File: src/rtl/mem_arb_pkg.sv
// Shared types and defaults for the two-port SRAM arbiter: FSM states,
// grant encoding and the default access latency.
package mem_arb_pkg;

  typedef enum logic [1:0] {
    IDLE   = 2'd0,
    ACCESS = 2'd1,
    RESP   = 2'd2
  } state_e;

  typedef enum logic {
    GNT_I = 1'b0,
    GNT_D = 1'b1
  } grant_e;

  localparam int WAIT_DEFAULT = 2;
  localparam int CNT_W        = 4;

endpackage

File: src/rtl/mem_arbiter.sv
// Arbitrates an instruction-fetch port and a load/store port onto one SRAM
// with a fixed access time; ties alternate between the ports.
module mem_arbiter
  import mem_arb_pkg::*;
#(
  parameter int WAIT = WAIT_DEFAULT,
  parameter int AW   = 32,
  parameter int DW   = 32
) (
  input  logic          clk,
  input  logic          rst,
  input  logic          i_req,
  input  logic [AW-1:0] i_addr,
  output logic [DW-1:0] i_rdata,
  output logic          i_ack,
  input  logic          d_req,
  input  logic          d_we,
  input  logic [AW-1:0] d_addr,
  input  logic [DW-1:0] d_wdata,
  output logic [DW-1:0] d_rdata,
  output logic          d_ack,
  output logic [AW-1:0] sram_a,
  output logic          sram_we,
  output logic          sram_re,
  output logic [DW-1:0] sram_dout,
  input  logic [DW-1:0] sram_din,
  output logic          busy
);

  localparam logic [CNT_W-1:0] CNT_LOAD = CNT_W'(WAIT - 1);

  state_e           state;
  grant_e           gnt;
  grant_e           last_grant;
  logic [CNT_W-1:0] cnt;

  grant_e pick;
  logic   pick_we;

  // NOTE: every variable assigned in always_comb gets a default first, so no
  // path leaves it unassigned and no latch is inferred.
  always_comb begin
    pick = GNT_I;
    if (i_req && d_req) begin
      pick = (last_grant == GNT_I) ? GNT_D : GNT_I;
    end else if (d_req) begin
      pick = GNT_D;
    end
    // Fetches are always reads, whatever d_we happens to show.
    pick_we = (pick == GNT_D) && d_we;
  end

  // The SRAM-side outputs double as the transaction latch: they are loaded
  // on grant, held through ACCESS and cleared when ACCESS ends.
  // NOTE: sequential state uses non-blocking assignments only, so every
  // register samples the pre-edge value of every other register.
  // NOTE: the read-data registers are reset too, because they are visible
  // outputs that must read 0 while rst is low.
  always_ff @(posedge clk or negedge rst) begin
    if (!rst) begin
      state      <= IDLE;
      gnt        <= GNT_I;
      last_grant <= GNT_D;
      cnt        <= '0;
      sram_a     <= '0;
      sram_we    <= 1'b0;
      sram_re    <= 1'b0;
      sram_dout  <= '0;
      i_rdata    <= '0;
      d_rdata    <= '0;
      i_ack      <= 1'b0;
      d_ack      <= 1'b0;
      busy       <= 1'b0;
    end else begin
      i_ack <= 1'b0;
      d_ack <= 1'b0;
      unique case (state)
        IDLE: begin
          if (i_req || d_req) begin
            gnt        <= pick;
            last_grant <= pick;
            cnt        <= CNT_LOAD;
            sram_a     <= (pick == GNT_D) ? d_addr : i_addr;
            sram_we    <= pick_we;
            sram_re    <= !pick_we;
            sram_dout  <= pick_we ? d_wdata : '0;
            busy       <= 1'b1;
            state      <= ACCESS;
          end
        end

        ACCESS: begin
          if (cnt == '0) begin
            if (sram_re) begin
              if (gnt == GNT_I) i_rdata <= sram_din;
              else              d_rdata <= sram_din;
            end
            sram_a    <= '0;
            sram_we   <= 1'b0;
            sram_re   <= 1'b0;
            sram_dout <= '0;
            i_ack     <= (gnt == GNT_I);
            d_ack     <= (gnt == GNT_D);
            state     <= RESP;
          end else begin
            cnt <= cnt - CNT_W'(1);
          end
        end

        RESP: begin
          busy  <= 1'b0;
          state <= IDLE;
        end

        default: begin
          sram_a    <= '0;
          sram_we   <= 1'b0;
          sram_re   <= 1'b0;
          sram_dout <= '0;
          busy      <= 1'b0;
          state     <= IDLE;
        end
      endcase
    end
  end

endmodule

File: config.mk
export PLATFORM = sky130hd
export DESIGN_NAME = mem_arbiter
export DESIGN_NICKNAME = d
export VERILOG_FILES = /design/src/rtl/mem_arb_pkg.sv /design/src/rtl/mem_arbiter.sv
export SDC_FILE = /design/constraint.sdc
export NUM_CORES = 1
export LEC_CHECK = 0
export ABC_AREA = 1
export CAP_MARGIN = 15
export CELL_PAD_IN_SITES_DETAIL_PLACEMENT = 2
export CELL_PAD_IN_SITES_GLOBAL_PLACEMENT = 2
export CORE_ASPECT_RATIO = 0.6
export CORE_MARGIN = 2
export CORE_UTILIZATION = 35
export DETAILED_ROUTE_END_ITERATION = 10
export DONT_BUFFER_PORTS = 1
export PLACE_DENSITY = 0.87
export SETUP_SLACK_MARGIN = 0.4
export SYNTH_ARGS = -nofsm -noshare
export SYNTH_HDL_FRONTEND = slang
export SYNTH_SLANG_ARGS = --single-unit
File: constraint.sdc
create_clock -name clk -period 1.6 [get_ports clk]
set_input_delay 0.24 -clock clk [delete_from_list [all_inputs] [get_ports clk]]
set_output_delay 0.24 -clock clk [all_outputs]
set_load 0.01 [all_outputs]
# Yosys cells after proc, flatten, opt, wreduce, memory -nomap -nowiden
# Cells that the tools add are included.
# totals
reg_bits	141
output_inout_bits	133
in_bits	133
# op_classes
add_sub_neg	1
n_eq_ne	5
mux	27
bitwise	3
n_reduce_logical	14
# op_table
op	n
$pmux W32 S3	2
$mux W32	5
$mux W1	11
$mux W4	2
$pmux W4 S2	1
$reduce_and A4 Y1	2
$ne A2 B2 Y1 const B	3
$pmux W1 S3	2
$reduce_and A2 Y1	3
$reduce_and A3 Y1	2
$logic_not A4 Y1	1
$mux W2	2
$pmux W2 S2	1
$sub A4 B1 Y4 const B	1
$not A1 Y1	3
$eq A2 B1 Y1 const B	1
$eq A2 B2 Y1 const B	1
$logic_and A1 B1 Y1	2
$logic_not A2 Y1	1
$pmux W1 S2	1
$reduce_bool A2 Y1	1
$logic_not A1 Y1	1
$logic_or A1 B1 Y1	1

# Depth between registers and ports, before layout
# logic_depth
ltp_word	6
ltp_mapped	9
mapped_depth_nobuf	7

# Worst setup path after synthesis
# Ideal clock, no wire load.
# synth_timing
path_kind	reg2reg
from	reg cnt[0]
to	reg d_rdata[0]
arrival_time_ns	1.345
slack_ns	0.138
period_less_slack_ns	1.462
setup_ns	0.117
path_stages_with_launch	9
required_time_ns	1.483
n_path_buf	1
cell_sequence	dfrtp_1 inv_1 ha_1 nand2_1 nor2_2 nand3_1 buf_2 nand2_1 nand2_1
# synth_between
elab_chain_cells	2
# synth_rtl
item	line	source
start, declared	mem_arbiter.sv:35	logic [CNT_W-1:0] cnt;
start signal, assigned	mem_arbiter.sv:106	cnt <= cnt - CNT_W'(1);
$logic_not A4 Y1	mem_arbiter.sv:93	if (cnt == '0) begin
$reduce_and A4 Y1 (no source line)	-	
end signal, assigned	mem_arbiter.sv:96	else d_rdata <= sram_din;
end, declared	mem_arbiter.sv:20	output logic [DW-1:0] d_rdata,
# Every way passes these cells.
# A chain may end at the register's enable or synchronous reset.

# Worst setup path in the final report
# layout_timing
from	reg cnt[0]
to	reg d_rdata[29]
# The elaborated chain is that of the path after synthesis.

==> results.sh <==
export IMPL_clkLatencyLatePin_ns=0.42
export IMPL_syn_instance_count=734
export IMPL_rsz0062_at_grt="yes"
export IMPL_fin_ws_ns=-0.0246
export IMPL_antenna_found_initial=1
export IMPL_core_um2=17200
export IMPL_numCtsBuffers=17
export IMPL_met1_length_um=11000
export IMPL_hold_viol=141
export IMPL_slowest_delay_ns=0.41
export IMPL_arrival_ns=1.97
export IMPL_dp_hpwl_um=14700
export IMPL_power_per_cell_area_nw_per_um2=2200
export IMPL_vias_per_cell=5.43
export IMPL_cts_sink_count=141
export IMPL_hold_class="input pin to async pin"
export IMPL_crit_family="simple AND/OR/NAND/NOR gates"
export IMPL_cp_num_buf_inv=3
export IMPL_r2r_worst_path_cells=8
export IMPL_avgSynthCellArea_um2=8.43
export IMPL_drt_wirelength_per_cell_um=25.3
export IMPL_cts_root_buf="clkbuf_16"
export IMPL_fin_cells=1065
export IMPL_combPwrFrac=0.373
export IMPL_worstSetupPathType="register to register"
export IMPL_crit_slowest_cell="dfrtp_1"
export IMPL_grt_pass1_wl_um=39500
export IMPL_first_global_vias=6490
export IMPL_rows=37
export IMPL_path_max_fanout=11
export IMPL_dpl_cell_area_um2=6520
export IMPL_cp_depth=8
export IMPL_finalClockSkew_ns=0.0184
export IMPL_met2_length_um=13400
export IMPL_pin_count=266
export IMPL_clkPwrFrac=0.230
export IMPL_synthesis_area_um2=6190
export IMPL_irDropWorstVdd_v=0.00107
export IMPL_setup_viol=2
export IMPL_wl_met3_um=1970
export IMPL_finalSetupTns_ns=-0.0306
export IMPL_start_util=0.359
export IMPL_grt_use_total=0.280
export IMPL_vias=5783
export IMPL_end_kind="register"
export IMPL_cts_tree="built"
export IMPL_die_h_um=107
export IMPL_pre_cts_ws_ns=-0.106
export IMPL_violations="hold timing, setup timing"
export IMPL_wirelength_um=26900
export IMPL_worstPathRequired_ns=1.95
export IMPL_fillers=1839
export IMPL_hold_buffers=65
export IMPL_first_pass_iters=4
export IMPL_grt_max_degree=142
export IMPL_ys_seq_area_frac=0.570
export IMPL_total_power_mw=18.6
export IMPL_grt_ovfl_total=0
export IMPL_antenna_left=0
export IMPL_routed_top_layer="met4"
export IMPL_cpMostUsedCell="nand2_4"
export IMPL_power_share_switching=0.448
export IMPL_post_route_period_util=1.02
export IMPL_fin_util=0.490
export IMPL_synth_seq_cells=141
export IMPL_seqPwrFrac=0.397
export IMPL_yosysUniqueCellTypes=22
export IMPL_cts_buffer_depth=2
export IMPL_drive_gt1_frac=0.199
export IMPL_clkTransAtPathRegs_ns=0.06
export IMPL_slew_limit_headroom=0.726
export IMPL_area_growth_pct=36.4
export IMPL_maxSlewViolCount=0
export IMPL_p_int_mw=10.3
export IMPL_path_cells="inv_2 > ha_4 > nand2_4 > nor2_4 > buf_4 > buf_12 > nand4_1 > nand2_4"
export IMPL_portBuffers=0
export IMPL_die_w_um=176
export IMPL_hold_ws_ns=-0.482
export IMPL_die_area_um2=18800
export IMPL_drc=0
export IMPL_h_tree_depth=4
export IMPL_startpoint_type="register"
export IMPL_syn_nets=868
export IMPL_place_inst=944
export IMPL_maxCapViolations=0
export IMPL_gp_congestion=0.796
export IMPL_power_leakage_nw=4.12
export IMPL_final_nets=951
export IMPL_netSwitchingPower_mw=8.35
export IMPL_first_iter_violations=340
export IMPL_tightestPinTransition_ns=0.410
export IMPL_outcome="complete, but fails checks"
export IMPL_yosys_warnings=0
export IMPL_max_freq_mhz=616
export IMPL_final_cell_area_um2=8440
export IMPL_layout_min_cycle_time_ns=1.62
## worst register-to-register path: stages, from the launching register on
cell and delay, ns:
dfrtp_1 0.41, inv_2 0.10, ha_4 0.18, nand2_4 0.06, nor2_4 0.15, buf_4 0.17
buf_12 0.15, nand4_1 0.19, nand2_4 0.15
## area by class of cell
class	instances	area, um2	area share
tap	234	293	0.0347
sequential	141	3530	0.418
clock inverter	13	179	0.0212
timing repair buffer	106	1210	0.143
antenna	1	2.50	0.000296
inverter	43	164	0.0194
clock buffer	19	443	0.0525
multi-input combinational	508	2620	0.310
## cells in the final DEF, fill, tap and decap left out, types with 5 or more instances in the layout
master / n
nand4_1: 32
nand2_2: 52
buf_12: 10
dlygate4sd3_1: 65
nor2_4: 5
inv_2: 5
nand3_1: 38
nand2_4: 16
buf_4: 19
nand3b_1: 33
o21ai_0: 10
clkbuf_16: 20
dfrtp_1: 139
inv_1: 37
nand2_1: 283
o21ai_1: 22
buf_6: 6
## worst paths after layout
kind | start | end | slack (ns)
min in group clk | sram_din[3] | d_rdata[3] | 0.02
worst max-delay path | cnt[0] | d_rdata[29] | -0.02
worst max register to register | cnt[0] | d_rdata[29] | -0.02
worst min register to register | gnt | i_ack | 0.48
max in group asynchronous | rst | last_grant | 1.86
worst min-delay path | rst | sram_dout[25] | -0.48
## power groups by stage
stage	sequential (mW)	combinational [mW]	clock (mW)
finish	7.39	6.94	4.27
global route	7.55	7.55	4.51
CTS	7.23	5.80	4.31
detailed placement	7.19	4.73	0
global placement	7.11	4.22	0
floorplan	6.64	3.43	0
## synthesized netlist by cell type (all sizes together)
cell | instances | share of area
nand3 | 40 | 0.032
nand2 | 352 | 0.22
xor2 | 1 | 0.0014
dfrtp | 140 | 0.57
dfstp | 1 | 0.0042
ha | 1 | 0.0020
nor3 | 1 | 0.00081
nand3b | 33 | 0.040
nor2 | 11 | 0.013
clkbuf | 21 | 0.013
buf | 23 | 0.025
inv | 43 | 0.026
nand4 | 32 | 0.032
o21ai | 35 | 0.028
## layer usage
layer  vias up  GRT usage
met3        47     0.0801
met5         -          0
met2       237      0.489
li1       2498          -
met1      3001      0.342
met4         0     0.0720
## sequential cells by signal, indices dropped and copies added, names as in the netlist
name,cells
sram_a,32
state,2
sram_we,1
busy,1
i_ack,1
last_grant,1
d_ack,1
gnt,1
d_rdata,32
i_rdata,32
sram_re,1
cnt,4
sram_dout,32
## cells by family after synthesis
family / share of synthesized area
buffers and inverters: 0.0637
AND/OR/NAND/NOR: 0.334
XOR/XNOR: 0.00142
flip-flops: 0.570
AO/OA/AOI/OAI: 0.0283
adder cells (fa/ha/maj): 0.00202
## repair_timing
item / 4_1_cts / 5_1_grt
endpoints found under the hold margin: 234 / 141
endpoints found under the setup margin: 139 / 142
pin swaps: 6 / 12
gates resized for setup: 76 / 60
gates cloned: 4 / 3
buffers inserted: 12 / 4
Note: power is estimated with default switching activity, not from simulation.
